<file path="config.mk">
export PLATFORM = sky130hd
export DESIGN_NAME = arith_unit
export DESIGN_NICKNAME = d
export VERILOG_FILES = /design/src/rtl/arith_unit.sv
export SDC_FILE = /design/constraint.sdc
export NUM_CORES = 1
export LEC_CHECK = 0
export ABC_AREA = 1
export CORE_UTILIZATION = 47
export DETAILED_ROUTE_END_ITERATION = 8
export PLACE_DENSITY = 0.77
export SLEW_MARGIN = 20
export SYNTH_ARGS = -nofsm -noshare
export SYNTH_HDL_FRONTEND = slang
export SYNTH_SLANG_ARGS = --single-unit
</file>
<file path="constraint.sdc">
create_clock -name clock -period 4 [get_ports clock]
set_clock_uncertainty 0.1 [all_clocks]
set_input_delay 0.8 -clock clock [delete_from_list [all_inputs] [get_ports clock]]
set_output_delay 0.8 -clock clock [all_outputs]
set_load 0.005 [all_outputs]
</file>
<file path="src/rtl/arith_unit.sv">
// Sequential arithmetic unit: 1-cycle signed add/sub, W-cycle unsigned shift-add multiply / multiply-accumulate.
// Start/busy/done handshake; result and overflow are registered and only change on done edges or reset.
module arith_unit #(
  parameter int W = 8
) (
  input  logic           clock,
  input  logic           reset,
  input  logic [W-1:0]   a,
  input  logic [W-1:0]   b,
  input  logic [1:0]     opcode,
  input  logic           start,
  output logic           busy,
  output logic           done,
  output logic [2*W-1:0] result,
  output logic           overflow
);

  localparam int CW = (W > 1) ? $clog2(W) : 1;

  localparam logic [1:0] OP_ADD = 2'b00;
  localparam logic [1:0] OP_MUL = 2'b01;
  localparam logic [1:0] OP_SUB = 2'b10;
  localparam logic [1:0] OP_MAC = 2'b11;

  typedef enum logic {S_IDLE, S_MUL} state_t;

  state_t          r_state;
  logic [W-1:0]    r_a;
  logic [W-1:0]    r_b;
  logic            r_mac;
  logic [CW-1:0]   r_cnt;
  logic [2*W-1:0]  r_prod;

  logic [2*W-1:0]  w_a_ext;
  logic [2*W-1:0]  w_b_ext;
  logic [2*W-1:0]  w_sum;
  logic [2*W-1:0]  w_diff;
  logic [2*W-1:0]  w_addend;
  logic [2*W-1:0]  w_prod_next;
  logic [2*W:0]    w_acc;
  logic            w_last;

  assign w_a_ext     = {{W{a[W-1]}}, a};
  assign w_b_ext     = {{W{b[W-1]}}, b};
  assign w_sum       = w_a_ext + w_b_ext;
  assign w_diff      = w_b_ext - w_a_ext;
  assign w_addend    = r_b[r_cnt] ? ({{W{1'b0}}, r_a} << r_cnt) : '0;
  assign w_prod_next = r_prod + w_addend;
  // Extra top bit of the accumulate sum is the mac carry-out.
  assign w_acc       = {1'b0, result} + {1'b0, w_prod_next};
  assign w_last      = (r_cnt == CW'(W - 1));

  always_ff @(posedge clock) begin
    if (reset) begin
      r_state  <= S_IDLE;
      r_a      <= '0;
      r_b      <= '0;
      r_mac    <= 1'b0;
      r_cnt    <= '0;
      r_prod   <= '0;
      busy     <= 1'b0;
      done     <= 1'b0;
      result   <= '0;
      overflow <= 1'b0;
    end else begin
      done <= 1'b0;
      case (r_state)
        S_IDLE: begin
          if (start) begin
            case (opcode)
              OP_ADD: begin
                result   <= w_sum;
                overflow <= 1'b0;
                done     <= 1'b1;
              end
              OP_SUB: begin
                result   <= w_diff;
                overflow <= 1'b0;
                done     <= 1'b1;
              end
              OP_MUL, OP_MAC: begin
                r_a     <= a;
                r_b     <= b;
                r_mac   <= opcode[1];
                r_cnt   <= '0;
                r_prod  <= '0;
                busy    <= 1'b1;
                r_state <= S_MUL;
              end
              default: ;
            endcase
          end
        end
        S_MUL: begin
          r_prod <= w_prod_next;
          if (w_last) begin
            r_cnt   <= '0;
            busy    <= 1'b0;
            done    <= 1'b1;
            r_state <= S_IDLE;
            if (r_mac) begin
              result   <= w_acc[2*W-1:0];
              overflow <= w_acc[2*W];
            end else begin
              result   <= w_prod_next;
              overflow <= 1'b0;
            end
          end else begin
            r_cnt <= r_cnt + CW'(1);
          end
        end
        default: r_state <= S_IDLE;
      endcase
    end
  end

endmodule

</file>
---- Word level (Yosys, flattened, before mapping) ----
Index checks and enable logic that the tools add are counted.
storage, ports and cells
  bits of input ports ..................... 21
  register bits ........................... 56
  word-level logic and storage cells ...... 67
  output and inout bits ................... 19
operators by class
  multiplexer cells ....................... 32
  eq/ne operators ......................... 9
  order comparisons ....................... 1
  bitwise gates (word level) .............. 1
  add/subtract/negate cells ............... 5
  reductions and logical operators ........ 8
  shifts and indexed selects .............. 1
operator list
  kind                   count
  $mux W16               6
  $pmux W16 S2           3
  $add A16 B16 Y17       1
  $add A16 B16 Y16       1
  $shl A8 B3 Y16         1
  $mux W1                14
  $reduce_and A3 Y1      4
  $add A8 B8 Y9          1
  $mux W3                3
  $sub A8 B8 Y9          1
  $pmux W1 S2            4
  $pmux W3 S2            1
  $eq A2 B2 Y1 const B   2
  $lt A3 B4 Y1 const B   1
  $ne A2 B1 Y1 const B   2
  $ne A2 B2 Y1 const B   2
  $reduce_or A2 Y1       2
  $add A3 B1 Y3 const B  1
  $bmux W1 S3            1
  $eq A3 B3 Y1 const B   1
  $ne A3 B1 Y1 const B   1
  $eq A2 B1 Y1 const B   1
  $logic_not A2 Y1       1
  $reduce_and A2 Y1      1
  $not A1 Y1             1

---- Longest topological paths before layout ----
Gate-level depths: netlist of run 1.
  depth in word-level cells ............... 8
  gate-level depth with buffers ........... 31
  gate-level depth less buffers ........... 30

---- Least setup slack after synthesis of run 1 ----
No wires, ideal clock.
  path type ............................... register to register
  from .................................... reg r_cnt[0]
  to ...................................... reg result[14]
  buffers on the path ..................... 1
  data required time ...................... 3830 ps
  clock period less this slack ............ 3442 ps
  path slack .............................. 558 ps
  data arrival time ....................... 3272 ps
  cell stages (with the launch flop) ...... 26
  library setup time ...................... 70 ps
  cell sequence ........................... dfxtp_1 > buf_2 > inv_1 > o21ai_0 > o22ai_1 > nand2_1 > nor3_1 > ha_1 > fa_1 > nand3_1 > nand3_2 > nand2_1 > nand2_1 > xnor2_1 > inv_1 > ha_1 > nand2_1 > nor2_1 > inv_1 > nor2_1 > nand2_1 > nand2_1 > nand2_1 > nand3_1 > nand3_1 > a21oi_1
on the way
  cells in the longest elaborated chain, start to end .. 8
  elaborated cells between the ends (all ways) .. 12
  those cells by class .................... 2 x add/sub; 2 x eq/ne; 1 x shift; 6 x mux; 1 x reduce/logical
ends and longest elaborated chain
  element                        RTL line  text
  start, declared                31        logic [CW-1:0] r_cnt;
  start signal, assigned         109       r_cnt <= r_cnt + CW'(1);
  $bmux W1 S3                    47        assign w_addend = r_b[r_cnt] ? ({{W{1'b0}}, r_a} << r_cnt) : '0;
  $mux W1 (not written as such)  47
  $mux W16                       47
  $add A16 B16 Y16               48        assign w_prod_next = r_prod + w_addend;
  $add A16 B16 Y17               50        assign w_acc = {1'b0, result} + {1'b0, w_prod_next};
  $mux W16                       101       if (r_mac) begin
  $mux W16                       96        if (w_last) begin
  $pmux W16 S2                   67        case (r_state)
  end signal, assigned           72        result <= w_sum;
  end signal, assigned           102       result <= w_acc[2*W-1:0];
  end signal, assigned           105       result <= w_prod_next;
  end, declared                  14        output logic [2*W-1:0] result,
Several ways; a longest one is shown, not always the timed one. The select of a mux whose other input is x is not followed.
A chain may end at the register's enable or synchronous reset.

---- Final worst setup path of run 1 ----
  from .................................... reg r_cnt[1]
  to ...................................... reg result[13]
The elaborated chain is that of the path after synthesis.

==> flow_summary.json, run 1 <==
{
  "coreArea_sq_mm": 0.0108,
  "fp.dieW_um": 107,
  "overflow": 0,
  "synth-compound-area-share_pct": 14.1,
  "area_growth_pct": 16.8,
  "critPathMaxFanout": 9,
  "slew_headroom_pct": 36.6,
  "timing_worst_setup_path_type": "flop to flop",
  "syn_avg_cell_area_sq_um": 5.98,
  "cts_tree": "yes",
  "final-max-slew-violation-count": 0,
  "setup_slack_ns": 0.200,
  "grt_use_met1_pct": 32.6,
  "grt_pass1_vias": 4890,
  "r2r_end": "result[13]",
  "setup_viol": 0,
  "max-vdd-ir-drop_v": 0.000213,
  "min_period_ns": 3.80,
  "synth_top_family_by_area": "simple AND/OR/NAND/NOR gates",
  "r2r-start": "r_cnt[1]",
  "power.density_mw_per_mm2": 225,
  "finalPower_mw": 1.36,
  "synth_fa_ha_area_share_pct": 11.8,
  "vias_per_cell": 5.23,
  "use_met3_pct": 3.10,
  "start_util_pct": 48.1,
  "final_util_pct": 56.2,
  "synth_flop_cell": "dfxtp_1",
  "hold_ws_ns": 0.380,
  "syn_nets": 936,
  "grt_max_degree": 36,
  "syn_inst": 868,
  "status": "finished clean",
  "power.leakage_nw": 3.06,
  "drc": 0,
  "ys_seq_elements": 56,
  "clockBufferDepth": 2,
  "io-pin-count": 40,
  "min_from": "r_prod[0]",
  "cts_made_buffers": 5,
  "hold_class": "flop to flop",
  "fin_setup_tns_ns": 0,
  "io_buffers": 39,
  "synth-simple-area-share_pct": 36.6,
  "yosysSeqAreaShare_pct": 21.6,
  "hold_violations": 0,
  "worstMarginPinSlew_ns": 0.950,
  "synth_mux_area_share_pct": 0.386,
  "clock-sinks": 56,
  "antenna_found_initial": 0,
  "layout.nets": 974,
  "htreeDepth": 2,
  "critPathBufInv": 3,
  "pre_cts_ws_ns": 0.0509,
  "max_freq_ghz": 0.263,
  "dieArea_sq_mm": 0.0115,
  "crit_path_start_kind": "flop",
  "rows": 38,
  "synthArstFlopShare_pct": 0,
  "worst_hold_path.num_cells": 2,
  "cp.arrival_ns": 3.96,
  "cts_root_buf": "clkbuf_8",
  "synth_xor_area_share_pct": 3.49,
  "wirelength_mm": 14.3,
  "cp_common_cell": "nand2_1",
  "diodes": 0,
  "wl_per_cell_um": 13.6,
  "drtAntennaViolNets": 0,
  "drive_above_1_share_pct": 10.7,
  "mostFrequentLayoutCells": "nand2_1, inv_1, nor2_1",
  "rr_worst_depth": 22,
  "cp_num_cells": 22,
  "die_h_um": 107,
  "crit_chain": "buf_4, o21ai_0, o22ai_1, nand2_2, buf_4, nor3_2, ha_1, nand3_1, nand3_2, xnor2_1, inv_1, ha_1, nand2_1, nor2_1, nand2_1, nand3_1, nand2_1, nand2_1, nand2_1, nand3_1, nand3_1, a21oi_1",
  "cp_slowest_cell": "ha_1",
  "cp.required_ns": 4.16,
  "dp_hpwl_mm": 11.1,
  "synth_edf_count": 0,
  "firstDrtPassIters": 6,
  "grt_usage_pct": 25.1,
  "grt_pass1_wl_mm": 22.9,
  "synthDistinctLibCells": 43,
  "crit_family": "simple AND/OR/NAND/NOR gates",
  "path_clk_slew_ns": 0.12,
  "syn_area_sq_mm": 0.00519,
  "gp_congestion": 0.940,
  "grt.busiest_layer": "met2",
  "drtIter0Drc": 430,
  "hold_end": "r_prod[0]",
  "vias": 5481,
  "max_cap_violations": 0,
  "yosys_warnings": 0,
  "clkLatencyLatePin_ns": 0.33,
  "cp-end-kind": "flop",
  "regToRegSetupSlack_ns": 0.20,
  "slowest_delay_ns": 0.39,
  "post-route-period-util_pct": 95.0,
  "final_common_cell": "nand2_1",
  "use_met2_pct": 43.5
}
-- worst max-delay path by stage --
stage | from | slack (ns) | to
after floorplan | r_cnt[0] | 0.56 | result[14]
after global placement | r_cnt[0] | 0.09 | result[14]
after detailed placement | r_cnt[0] | 0.05 | result[10]
after CTS | r_cnt[0] | 0.06 | result[10]
after global routing | r_cnt[1] | -0.02 | result[9]
final | r_cnt[1] | 0.20 | result[13]
-- area by class of cell --
cell class / instances / area [sq um]
Fill cell: 1050 / 4730
Timing Repair Buffer: 54 / 503
Sequential cell: 56 / 1130
Clock buffer: 5 / 68.8
Tap cell: 140 / 175
Multi-Input combinational cell: 656 / 3670
Clock inverter: 3 / 26.3
Inverter: 133 / 499
-- synthesized netlist by cell type (all sizes together), types with 3 or more instances --
master / number / area share [%]
nand3: 64 / 6.6
buf: 10 / 1.2
nor3: 13 / 1.3
clkbuf: 13 / 1.3
inv: 132 / 9.5
fa: 3 / 1.2
a31oi: 6 / 1.0
a21oi: 59 / 5.8
ha: 44 / 11
dfxtp: 56 / 22
nand4: 7 / 0.84
o21ai: 63 / 6.1
xor2: 10 / 2.0
nor2: 90 / 6.7
xnor2: 9 / 1.5
nand2: 269 / 20
-- power breakdown --
part           switching (mW)  total (mW)  internal (mW)
Clock                   0.217       0.346          0.128
Combinational           0.231       0.400          0.168
Sequential             0.0326       0.619          0.586
Total                   0.481        1.36          0.883
-- tightest hold or removal path, cell delays in order (launching register included) --
cell and delay, ns:
dfxtp_1 0.33, nand2_1 0.06, a21oi_1 0.05
-- cells by family (layout without fill, tap and decap cells) --
logic type      count (synthesis)  count (layout)
fa+ha+maj                      47              47
xor+xnor                       19              19
flops                          56              56
compound gates                137             137
buf+inv                       156             195
simple gates                  451             451
mux                             2               2
-- registers in the layout (all words and copies together), names as in the netlist --
register,flops
r_a,8
overflow,1
busy,1
r_b,8
r_state,1
result,16
r_prod,16
done,1
r_mac,1
r_cnt,3
-- repair_timing --
action,4_1_cts,5_1_grt
pin swaps,0,2
hold buffers,0,0
resized for setup,1,54
setup buffers,0,3
endpoints found under the setup margin,1,11
cloned,0,0
-- routing by layer --
| layer | part of all wire [%] | routed length (um) | vias to the layer above |
|---|---|---|---|
| met5 | 0 | 0 | - |
| li1 | - | - | 2845 |
| met4 | 2.1 | 304 | 0 |
| met1 | 45 | 6400 | 2471 |
| met2 | 48 | 6840 | 145 |
| met3 | 5.0 | 718 | 20 |
-- through the flow --
| stage | cells | cell area, sq um |
|---|---|---|
| detailed placement | 1036 | 5720 |
| global placement | 1036 | 5720 |
| finish | 1047 | 6070 |
| CTS | 1044 | 5820 |
| floorplan | 868 | 5190 |
| global route | 1047 | 6070 |
(Power assumes the default switching activity.)
==> run 2: changes to the inputs <==
--- a/config.mk
+++ b/config.mk
@@ -8,7 +8,7 @@
 export ABC_AREA = 1
 export CORE_UTILIZATION = 47
+export CTS_CLUSTER_SIZE = 28
 export DETAILED_ROUTE_END_ITERATION = 8
 export PLACE_DENSITY = 0.77
-export SLEW_MARGIN = 20
 export SYNTH_ARGS = -nofsm -noshare
 export SYNTH_HDL_FRONTEND = slang
--- a/constraint.sdc
+++ b/constraint.sdc
@@ -3,3 +3,3 @@
 set_input_delay 0.8 -clock clock [delete_from_list [all_inputs] [get_ports clock]]
 set_output_delay 0.8 -clock clock [all_outputs]
-set_load 0.005 [all_outputs]
+set_load 0.1 [all_outputs]
==> results of run 2 <==
The final DEF is identical to that of run 1. Status: finished clean.
Among the figures that moved: total power 1.36 mW -> 1.46 mW
